===== config.mk =====
export PLATFORM = sky130hd
export DESIGN_NAME = decompress_flat
export DESIGN_NICKNAME = d
export VERILOG_FILES = /design/src/rtl/decompress_if.sv /design/src/rtl/decompress.sv /design/src/flat_wrapper.sv
export SDC_FILE = /design/constraint.sdc
export NUM_CORES = 1
export LEC_CHECK = 0
export ABC_AREA = 1
export CAP_MARGIN = 15
export CORE_ASPECT_RATIO = 2
export CORE_MARGIN = 8
export CORE_UTILIZATION = 30
export DETAILED_ROUTE_END_ITERATION = 7
export PLACE_DENSITY = 0.58
export REMOVE_ABC_BUFFERS = 1
export SETUP_SLACK_MARGIN = 0.05
export SYNTH_ARGS = -nofsm -noshare
export SYNTH_HDL_FRONTEND = slang
export SYNTH_SLANG_ARGS = --single-unit

===== constraint.sdc =====
create_clock -name i_clk -period 18.6 [get_ports i_clk]
set_clock_uncertainty 0.2 [all_clocks]
set_input_delay 3.72 -clock i_clk [delete_from_list [all_inputs] [get_ports i_clk]]
set_output_delay 3.72 -clock i_clk [all_outputs]
set_load 0.03 [all_outputs]

===== src/rtl/decompress_if.sv =====
// Coefficient-in / polynomial-out stream bundle for the Kyber decompress stage.
// Valid/ready: a word moves when valid and ready are both high at a rising edge.
interface decompress_if;
   logic [63:0] i_coeffs;
   logic        i_coeffs_valid;
   logic        o_coeffs_ready;
   logic [3:0]  i_d;
   logic [63:0] o_poly;
   logic        o_poly_valid;
   logic        i_poly_ready;
   logic        o_done;
   logic        o_err;

   modport master (
      output i_coeffs, i_coeffs_valid, i_d, i_poly_ready,
      input  o_coeffs_ready, o_poly, o_poly_valid, o_done, o_err
   );

   modport slave (
      input  i_coeffs, i_coeffs_valid, i_d, i_poly_ready,
      output o_coeffs_ready, o_poly, o_poly_valid, o_done, o_err
   );
endinterface


===== src/rtl/decompress.sv =====
// Kyber Decompress_d: y = round(Q*x/2^d) per 16-bit lane; registers are multiply, round, output.
// Optional d=12 range check enabled by defining DECOMP_RANGE_CHK_EN (o_err tied low otherwise).
module decompress #(
   parameter int Q     = 3329,
   parameter int NLANE = 4,
   parameter int NWORD = 64
) (
   input logic         i_clk,
   input logic         i_rst,
   decompress_if.slave bus
);
   localparam int CW = $clog2(NWORD);

   logic          adv;
   logic          accept;
   logic [CW-1:0] cnt;
   logic [3:0]    d_reg;
   logic [3:0]    d_cur;
   logic [11:0]   mask;
   logic [22:0]   m_next [NLANE];
   logic          s1_valid;
   logic          s1_last;
   logic [3:0]    s1_d;
   logic [22:0]   s1_m [NLANE];
   logic [23:0]   rsum [NLANE];
   logic [11:0]   y_next [NLANE];
   logic          s2_valid;
   logic          s2_last;
   logic [11:0]   s2_y [NLANE];
   logic [63:0]   poly_q;
   logic          poly_valid_q;
   logic          done_q;
   logic          unused_hi;

   // Whole pipeline advances together; stalls only when the output word is stuck.
   assign adv    = ~poly_valid_q | bus.i_poly_ready;
   assign accept = bus.i_coeffs_valid & adv;
   assign d_cur  = (cnt == '0) ? bus.i_d : d_reg;

   assign bus.o_coeffs_ready = adv;
   assign bus.o_poly         = poly_q;
   assign bus.o_poly_valid   = poly_valid_q;
   assign bus.o_done         = done_q;

   always_comb begin
      mask = (12'd1 << d_cur) - 12'd1;
      for (int k = 0; k < NLANE; k++) begin
         m_next[k] = '0;
         if (d_cur == 4'd12)
            m_next[k] = {11'd0, bus.i_coeffs[16*k +: 12]};
         else if (d_cur >= 4'd1 && d_cur <= 4'd11)
            m_next[k] = 23'(Q) * {11'd0, bus.i_coeffs[16*k +: 12] & mask};
      end
   end

   // Adding half an LSB before the shift gives round-half-up.
   always_comb begin
      for (int k = 0; k < NLANE; k++) begin
         rsum[k]   = {1'b0, s1_m[k]} + (24'd1 << (s1_d - 4'd1));
         y_next[k] = '0;
         if (s1_d == 4'd12)
            y_next[k] = s1_m[k][11:0];
         else if (s1_d >= 4'd1 && s1_d <= 4'd11)
            y_next[k] = 12'(rsum[k] >> s1_d);
      end
   end

   always_comb begin
      unused_hi = 1'b0;
      for (int k = 0; k < NLANE; k++)
         unused_hi = unused_hi ^ (^bus.i_coeffs[16*k+12 +: 4]);
   end

   always_ff @(posedge i_clk) begin
      if (i_rst) begin
         cnt          <= '0;
         d_reg        <= '0;
         s1_valid     <= 1'b0;
         s1_last      <= 1'b0;
         s1_d         <= '0;
         s2_valid     <= 1'b0;
         s2_last      <= 1'b0;
         poly_q       <= '0;
         poly_valid_q <= 1'b0;
         done_q       <= 1'b0;
         for (int k = 0; k < NLANE; k++) begin
            s1_m[k] <= '0;
            s2_y[k] <= '0;
         end
      end else begin
         if (accept) begin
            cnt <= (cnt == CW'(NWORD - 1)) ? '0 : cnt + CW'(1);
            if (cnt == '0)
               d_reg <= bus.i_d;
         end
         if (adv) begin
            s1_valid     <= accept;
            s1_last      <= (cnt == CW'(NWORD - 1));
            s1_d         <= d_cur;
            s2_valid     <= s1_valid;
            s2_last      <= s1_last;
            poly_valid_q <= s2_valid;
            done_q       <= s2_valid & s2_last;
            for (int k = 0; k < NLANE; k++) begin
               s1_m[k]             <= m_next[k];
               s2_y[k]             <= y_next[k];
               poly_q[16*k +: 16]  <= {4'd0, s2_y[k]};
            end
         end
      end
   end

`ifdef DECOMP_RANGE_CHK_EN
   logic rng_next;
   logic s1_rng;
   logic s2_rng;
   logic err_q;

   always_comb begin
      rng_next = 1'b0;
      if (d_cur == 4'd12)
         for (int k = 0; k < NLANE; k++)
            if (bus.i_coeffs[16*k +: 12] >= 12'(Q))
               rng_next = 1'b1;
   end

   // The flag rides with its word and latches as that word lands on o_poly.
   always_ff @(posedge i_clk) begin
      if (i_rst) begin
         s1_rng <= 1'b0;
         s2_rng <= 1'b0;
         err_q  <= 1'b0;
      end else if (adv) begin
         s1_rng <= accept & rng_next;
         s2_rng <= s1_valid & s1_rng;
         if (s2_valid & s2_rng)
            err_q <= 1'b1;
      end
   end

   assign bus.o_err = err_q;
`else
   assign bus.o_err = 1'b0;
`endif
endmodule


===== src/flat_wrapper.sv =====
// flat-port wrapper written by rule: the top's interface ports become plain ports
module decompress_flat 
#(
   parameter int Q     = 3329,
   parameter int NLANE = 4,
   parameter int NWORD = 64
)
  (i_clk, i_rst, bus_i_coeffs, bus_i_coeffs_valid, bus_i_d, bus_i_poly_ready, bus_o_coeffs_ready, bus_o_poly, bus_o_poly_valid, bus_o_done, bus_o_err);
  decompress_if bus_i ();
  input logic i_clk;
  input logic i_rst;
  input wire logic [$bits(bus_i.i_coeffs)-1:0] bus_i_coeffs;
  input wire logic [$bits(bus_i.i_coeffs_valid)-1:0] bus_i_coeffs_valid;
  input wire logic [$bits(bus_i.i_d)-1:0] bus_i_d;
  input wire logic [$bits(bus_i.i_poly_ready)-1:0] bus_i_poly_ready;
  output wire logic [$bits(bus_i.o_coeffs_ready)-1:0] bus_o_coeffs_ready;
  output wire logic [$bits(bus_i.o_poly)-1:0] bus_o_poly;
  output wire logic [$bits(bus_i.o_poly_valid)-1:0] bus_o_poly_valid;
  output wire logic [$bits(bus_i.o_done)-1:0] bus_o_done;
  output wire logic [$bits(bus_i.o_err)-1:0] bus_o_err;
  assign bus_i.i_coeffs = bus_i_coeffs;
  assign bus_i.i_coeffs_valid = bus_i_coeffs_valid;
  assign bus_i.i_d = bus_i_d;
  assign bus_i.i_poly_ready = bus_i_poly_ready;
  assign bus_o_coeffs_ready = bus_i.o_coeffs_ready;
  assign bus_o_poly = bus_i.o_poly;
  assign bus_o_poly_valid = bus_i.o_poly_valid;
  assign bus_o_done = bus_i.o_done;
  assign bus_o_err = bus_i.o_err;
  decompress #(.Q(Q), .NLANE(NLANE), .NWORD(NWORD)) u_core (.i_clk(i_clk), .i_rst(i_rst), .bus(bus_i));
endmodule

==> metrics, run 1 <==
syn_area_per_cell=6.80 µm²; Post-Syn Area=22,600 µm²; WS Path Type=input pin to register; shortest period the worst path allows=9630 ps; n_diodes=0; Cell Rows=142; Post-CTS Resized=0; routed length per instance=18.2 µm; CP Launch Type=input pin; Synth Register Bits=208; Synth Instances=3,326; clk sink count=208; placed cell count=4,367; Worst Hold Class=register to register; DR vias/cell=5.02; die height=404 µm; RSZ-0062 raised after global routing=no; initial antenna violation count=0; TNS Setup=0 ps; layout cells sized above 1=3.12%; largest net degree at the start of global routing=83; Yosys top cell by area=edfxtp_1; clock-pin slew on the worst setup and hold paths=70 ps; Final #Nets=3,800; initial core utilization=30.3%; first drt pass iteration count=6; HPWL Detailed=65,300 µm; Worst VDD drop=0.0000507 V; CP Data Arrival Time=9780 ps; Yosys top cell area share=18.6%; area grow syn2layout=12.0%; number of flip-flops in the largest register=92; EDFF count, synth=140; met2 Usage GRT=33.6%; Leak Pwr=13.1 nW; met1 usage=18.9%; IO Port Bufs=106; Final Hold Fails=0; die span in x=210 µm; Slew Limit Fails=0; CP Capture Type=register; status=finished clean; grt peak-use layer=met2; most frequent cell after synthesis=nand2_1; TritonCTS clock tree=done; GR Util met3=1.79%; worst relative slew slack=16.0%; DRC=0; first-pass GRT wire length=121,000 µm; Max Cap Violations=0; Max H-tree Level=1; CTS root buf=clkbuf_16; total track usage=18.4%; Overall Power=2.41 mW; dominant cells by area after synthesis=edfxtp_1 19%, ha_1 17%, nand2_1 16%; ys async rst share=0%; Yosys cell types=52; Critical Path RT=18,750 ps; Ys Warns=0; gpl congestion=0.936; setup bufs post-CTS=0; Top FF cell, synth=edfxtp_1; sequential element share of the synthesized area=24.6%; power density over the cells=94.9 nW/µm²; Overflow after GRT=0; # fillers=8,114; Die ar.=85,000 µm²; CTS Hold Bufs=0; placeable core area=74,800 µm²; Critical Path Fanout Max=5; deepest clock path buffer count=3; # IOs=140; CTS buffer count=20; Final Setup Violations=0; worst-skew pair later-pin latency=540 ps; FMAX=104 MHz; vias in the first global route=22,300; Post-Route WL=80,300 µm; fin crit share=51.8%; final hold slack=230 ps; Slew @ Worst Pin=1260 ps; top cells by count, synth=943 x nand2_1, 489 x inv_1, 489 x nand3_1, 303 x ha_1, 235 x nor2_1; Post-Layout Cell Count=4,403; Biggest register=u_core.s1_m; Initial DRC Count=1,373; Routed Antenna Nets=0; DR vias=22,100
[critical path, cell delays in order]
cell and delay [ps]:
clkdlybuf4s50_1 560, o21ai_4 300, inv_4 130, nor2_8 200, inv_6 70, nor2_8 100, nand2_4 70, ha_1 220
nand2_1 150, a211oi_1 70, a31oi_1 790, nor2_1 300, ha_1 380, ha_1 290, inv_1 60, fa_1 530
inv_1 40, ha_1 290, ha_1 300, ha_1 370, a21oi_1 190, o2111ai_1 160, or2_2 290, a21oi_1 190
[worst paths after layout]
| kind | to | slack [ps] | cells after the start | startpoint |
|---|---|---|---|---|
| max | u_core.s1_m[0][67]$_SDFFCE_PP0P_ | 8970 | 24 | bus_i_d[1] |
| min | bus_o_poly[37]$_SDFFE_PP0N_ | 230 | 2 | u_core.s2_y[2][5]$_SDFFCE_PN0P_ |
| max reg2reg | u_core.s1_m[0][67]$_SDFFCE_PP0P_ | 11710 | 26 | u_core.cnt[0]$_SDFFE_PP0P_ |
| min reg2reg | bus_o_poly[37]$_SDFFE_PP0N_ | 230 | 2 | u_core.s2_y[2][5]$_SDFFCE_PN0P_ |
[stage by stage]
step                setup slack [ps]  cell area [µm²]  utilization [%]
floorplan                       8580            22200                -
global placement                8440            24700             33.1
CTS                             9000            25300             33.9
detailed placement              8450            24700             33.1
finish                          8970            25300             33.9
global route                    8650            25300             33.9
[per-layer routing]
metal	share of wire, %	vias up
met5	0	-
met4	8.8	0
met3	4.4	267
met2	50	718
met1	37	10100
li1	-	11000
[cells in the final DEF (no fill, tap or decap), types with 4 or more instances in the layout]
cell type,synthesis,final
a21o_1,5,5
a21oi_1,164,163
a31oi_1,4,4
a32o_1,13,13
buf_4,17,20
clkbuf_16,0,21
clkdlybuf4s50_1,0,106
clkinv_2,0,4
conb_1,1,17
dfxtp_1,68,66
edfxtp_1,140,140
fa_1,44,44
ha_1,303,303
inv_1,489,489
inv_2,8,8
inv_4,3,5
nand2_1,943,942
nand3_1,489,489
nand3b_1,27,27
nand4_1,42,42
nor2_1,235,228
nor2_2,2,6
nor2_4,2,5
nor3_1,47,47
nor4_1,5,5
o2111ai_1,4,4
o21ai_0,52,52
o21ai_1,4,4
o21bai_1,7,7
o22ai_1,13,13
or2_2,11,11
xnor2_1,31,31
xor2_1,24,24
[where the power goes]
part / internal (mW) / switching [mW]
Sequential: 0.598 / 0.0660
Clock: 0.219 / 0.192
Combinational: 0.468 / 0.863
[kinds of logic after synthesis]
logic type      after synthesis  share of synthesized area, %
flops                       208                          24.6
fa+ha+maj                   347                          20.6
buf+inv                     612                          10.6
compound gates              288                          7.35
simple gates               1815                          34.7
other cells                   1                        0.0166
xor+xnor                     55                          2.13
[cell type report]
type	count	area, µm²	area share [%]
multi-input cells	2522	14800	58.3
flip-flops and latches	208	5570	22.0
inverters	503	1900	7.50
well taps	1008	1260	4.98
repair buffers	126	1210	4.78
clock buffers	29	582	2.30
clock inverters	7	41.3	0.163
Note: power is estimated with default switching activity, not from simulation.
==> inputs of run 2 (changes only) <==
==> constraint.sdc (replaced) <==
create_clock -name i_clk -period 9.15 [get_ports i_clk]
set_clock_uncertainty 0.2 [all_clocks]
set_input_delay 1.83 -clock i_clk [delete_from_list [all_inputs] [get_ports i_clk]]
set_output_delay 1.83 -clock i_clk [all_outputs]
set_load 0.03 [all_outputs]
==> run 2 against run 1 <==
Largest cell class unchanged. Sequential cell count is the same. Cell area grew 0.45%. Routed wire length shrank 0.23%. Die area is the same. Total power grew 110%. Combinational power grew 100%. Clock power grew 120%. First-iteration DRC count grew 12%. Worst hold slack is essentially flat.
==> metrics, run 2 (synthesis gave the netlist of run 1 again) <==
TNS Setup=0 ps; FMAX=134 MHz; die span in x=210 µm; Max H-tree Level=1; fin crit share=81.4%; Worst VDD drop=0.000102 V; Critical Path RT=9320 ps; Cell Rows=142; CTS buffer count=20; DR vias/cell=5.03; gpl congestion=0.954; post-route cell area=25,500 µm²; Slew Limit Fails=0; placed cell area=24,800 µm²; clock-pin slew on the worst setup and hold paths=70 ps; CTS root buf=clkbuf_16; setup bufs post-CTS=0; r2r startpoint=u_core.cnt[0]$_SDFFE_PP0P_; Slew @ Worst Pin=1340 ps; Final Setup Violations=0; initial antenna violation count=3; DRC=0; shortest period the worst path allows=7450 ps; Post-Layout Cell Count=4,409; deepest clock path buffer count=3; HPWL Detailed=65,100 µm; power density over the cells=195 nW/µm²; Final #Nets=3,805; vias in the first global route=22,300; routed length per instance=18.2 µm; total track usage=18.4%; WHS Endpoint=bus_o_poly[20]$_SDFFE_PP0N_; Final Hold Fails=0; reg2reg end=u_core.s1_m[0][65]$_SDFFCE_PP0P_; Overflow after GRT=0; CP Data Arrival Time=7610 ps; IO Port Bufs=106; Critical Path Fanout Max=5; Routed Antenna Nets=0; # IOs=140; first-pass GRT wire length=121,000 µm; Worst Hold Class=register to register; placed cell count=4,372; Leak Pwr=13.1 nW; Max Cap Violations=0; worst relative slew slack=10.1%; largest net degree at the start of global routing=83; Largest stage delay, worst path=540 ps; RSZ-0062 raised after global routing=no; area grow syn2layout=12.5%; layout cells sized above 1=3.24%; worst-skew pair later-pin latency=540 ps; CTS Hold Bufs=0; cells on worst reg2reg path=30; die height=404 µm; CP Capture Type=register; commonest cells after routing, fill and taps aside=942 x nand2_1, 489 x inv_1, 489 x nand3_1; DR vias=22,200; number of flip-flops in the largest register=92; Crit-path slowest cell=clkdlybuf4s50_1; WS Path Type=input pin to register; Initial DRC Count=1,539; TritonCTS clock tree=done; status=finished clean; most common cell after layout, fill and taps aside=nand2_1; CP Launch Type=input pin; worst reg2reg setup slack=2470 ps; clk sink count=208; HP Start=u_core.s2_y[1][4]$_SDFFCE_PN0P_; Die ar.=85,000 µm²; placeable core area=74,800 µm²; first drt pass iteration count=5; Post-Route WL=80,100 µm; initial core utilization=30.3%; Post-CTS Resized=0; hold path cells=2; Biggest register=u_core.s1_m
-- run 2: changes by cell type in the layout (fill, tap and decap cells not counted), sizes merged --
cell      before  now
inv          504  506
clkinv         6    5
bufinv         0    2
clkbuf        29   25
buf           20   25
clkinvlp       0    1
diode          0    1
-- run 2: through the flow --
stage / util [%] / power (mW) / worst slack [ps] / hold slack (ps)
floorplan: - / 3.24 / 1020 / 212
global placement: 33.1 / 4.03 / 1120 / 218
detailed placement: 33.1 / 4.06 / 1150 / 221
CTS: 34.0 / 5.00 / 1700 / 232
global route: 34.0 / 5.40 / 1320 / 253
finish: 34.0 / 4.97 / 1700 / 230
-- run 2: worst max-delay path by stage --
stage	from	to	slack [ps]
finish	bus_i_d[1]	u_core.s1_m[0][65]$_SDFFCE_PP0P_	1700
global route	bus_i_d[1]	u_core.s1_m[0][65]$_SDFFCE_PP0P_	1320
CTS	bus_i_d[1]	u_core.s1_m[0][68]$_SDFFCE_PP0P_	1700
detailed placement	bus_i_d[1]	u_core.s1_m[0][68]$_SDFFCE_PP0P_	1150
global placement	bus_i_d[1]	u_core.s1_m[0][68]$_SDFFCE_PP0P_	1120
floorplan	bus_i_poly_ready	u_core.s1_m[0][0]$_SDFFCE_PN0P_	1020
-- run 2: worst max-delay path: cells and delay by family --
family          cells  cell delay, ps
compound gates      7            1250
xor+xnor            1             210
fa+ha+maj           6            2120
buf+inv             7            1060
simple gates        7            1150
-- run 2: final cells by class --
type	count	area [µm²]
timing repair buffer	131	1250
clock inverter	11	125
multi-input combinational	2522	14800
tap	1008	1260
sequential	208	5570
fill	8175	49300
clock buffer	25	572
inverter	503	1900
antenna	1	2.50
-- run 2: power by group --
group,internal [mW],switching (mW)
Combinational,0.956,1.75
Sequential,1.21,0.132
Clock,0.508,0.402
Total,2.68,2.29
-- run 2: layer usage --
metal	part of all wire [%]	vias up	global-route usage (%)	routed length (µm)
met2	50	739	34.1	40200
met1	36	10200	18.4	28700
met3	5.2	266	2.29	4170
met4	8.8	2	14.3	7050
li1	-	11000	-	-
met5	0.010	-	0	8
==> inputs of run 3 (changes only) <==
==> constraint.sdc (replaced) <==
create_clock -name i_clk -period 7.3 [get_ports i_clk]
set_clock_uncertainty 0.2 [all_clocks]
set_input_delay 1.46 -clock i_clk [delete_from_list [all_inputs] [get_ports i_clk]]
set_output_delay 1.46 -clock i_clk [all_outputs]
set_load 0.03 [all_outputs]
==> run 3 against run 2 <==
Largest cell class unchanged. First-iteration DRC count is 11% lower. Register-to-register slack worse by 1300 ps. Routed wire length increased by 0.69%. Total power up 29%. Sequential cell count unchanged. Core utilization rose by 0.80 points. Combinational power grew 34%. Sequential share of layout area is 0.50 points lower. Worst setup slack got worse by 1000 ps. Die area did not move. Global-route usage grew 0.22 points.
==> metrics, run 3 (synthesis gave the netlist of run 1 again) <==
Initial DRC Count=1,374; Critical Path RT=7390 ps; # IOs=140; DR vias=22,400; clk sink count=208; placeable core area=74,800 µm²; GR Util met3=1.78%; grt peak-use layer=met2; fin crit share=90.7%; commonest cells after routing, fill and taps aside=942 x nand2_1, 489 x inv_1, 489 x nand3_1; placed cell count=4,454; Routed Antenna Nets=0; # fillers=8,095; Largest stage delay, worst path=570 ps; Worst VDD drop=0.000123 V; first-pass GRT wire length=122,000 µm; die height=404 µm; Overall Power=6.40 mW; gpl congestion=0.959; initial core utilization=30.3%; clock-pin slew on the worst setup and hold paths=70 ps; FMAX=151 MHz; CP Data Arrival Time=6710 ps; vias in the first global route=22,400; initial antenna violation count=0; CTS Hold Bufs=0; Final Setup Violations=0; Leak Pwr=13.5 nW; final core occ=34.8%; Worst Hold Class=register to register; most used cell, CP=inv_1; number of flip-flops in the largest register=92; worst-skew pair later-pin latency=550 ps; worst relative slew slack=27.9%; die span in x=210 µm; Post-Route WL=80,700 µm; layout cells sized above 1=5.49%; CTS buffer count=20; Max Cap Violations=0; Critical Path Fanout Max=5; CP Launch Type=input pin; power density over the cells=246 nW/µm²; Overflow after GRT=0; Final #Nets=3,887; Crit-path slowest cell=clkdlybuf4s50_1; Die ar.=85,000 µm²; Slew @ Worst Pin=1080 ps; IO Port Bufs=106; TNS Setup=0 ps; dpl ws=68.2 ps; WS Path Type=input pin to register; first drt pass iteration count=6; CTS root buf=clkbuf_16; Cell Rows=142; met2 Usage GRT=34.2%; shortest period the worst path allows=6620 ps; DR vias/cell=4.98; routed length per instance=18.0 µm; setup bufs post-CTS=0; most common cell after layout, fill and taps aside=nand2_1; deepest clock path buffer count=3; Slew Limit Fails=0; RSZ-0062 raised after global routing=no; Final WS setup=677 ps; largest net degree at the start of global routing=96; Worst path top cell family by delay=adder cells; area grow syn2layout=15.1%; CP Capture Type=register; Buffers & Inverters on Critical Path=10; DRC=0; total track usage=18.6%; Final Hold Fails=0; HPWL Detailed=65,700 µm; Biggest register=u_core.s1_m; TritonCTS clock tree=done; Max H-tree Level=1; status=finished clean; Post-CTS Resized=0; n_diodes=0; Post-Layout Cell Count=4,490; met1 usage=19.3%
-- run 3: cell types whose count changed in the layout (fill, tap and decap cells not counted), sizes merged --
cell	delta
clkinv	+5
buf	+82
clkbuf	+1
bufinv	-1
diode	-1
inv	-5
-- run 3: layer usage --
metal	routed length (µm)	share of wire (%)
met1	29900	37
met2	40400	50
met3	3620	4.5
met4	6760	8.4
met5	0	0
-- run 3: tightest hold or removal path: stages, from the launching register on --
cell and delay (ps):
edfxtp_1 320, nand2_1 50, nand2_1 40
-- run 3: area by class of cell --
| class | count | area, µm² | share of cell area [%] |
|---|---|---|---|
| Clock buffer | 26 | 586 | 2.25 |
| Clock inverter | 10 | 81.3 | 0.312 |
| Inverter | 503 | 1900 | 7.29 |
| Multi-Input combinational cell | 2522 | 14800 | 56.7 |
| Sequential cell | 208 | 5570 | 21.4 |
| Tap cell | 1008 | 1260 | 4.84 |
| Timing Repair Buffer | 213 | 1880 | 7.20 |
-- run 3: worst paths after layout --
kind	from	to	slack, ps	cells after the start
worst max register to register	u_core.cnt[0]$_SDFFE_PP0P_	u_core.s1_m[0][68]$_SDFFCE_PP0P_	1200	35
worst min-delay path	u_core.s2_y[3][5]$_SDFFCE_PN0P_	bus_o_poly[53]$_SDFFE_PP0N_	230	2
worst min register to register	u_core.s2_y[3][5]$_SDFFCE_PN0P_	bus_o_poly[53]$_SDFFE_PP0N_	230	2
worst max-delay path	bus_i_d[0]	u_core.s1_m[0][68]$_SDFFCE_PP0P_	680	33
-- run 3: report_power, final --
part	internal [mW]	total (mW)	switching, mW
Clock	0.604	1.10	0.495
Combinational	1.39	3.63	2.23
Sequential	1.52	1.68	0.158
Total	3.52	6.40	2.89
-- run 3: per-stage QoR --
stage	hold slack, ps	area, µm²
finish	233	26100
global route	260	26100
CTS	233	26100
detailed placement	221	25400
global placement	219	25400
floorplan	212	22200
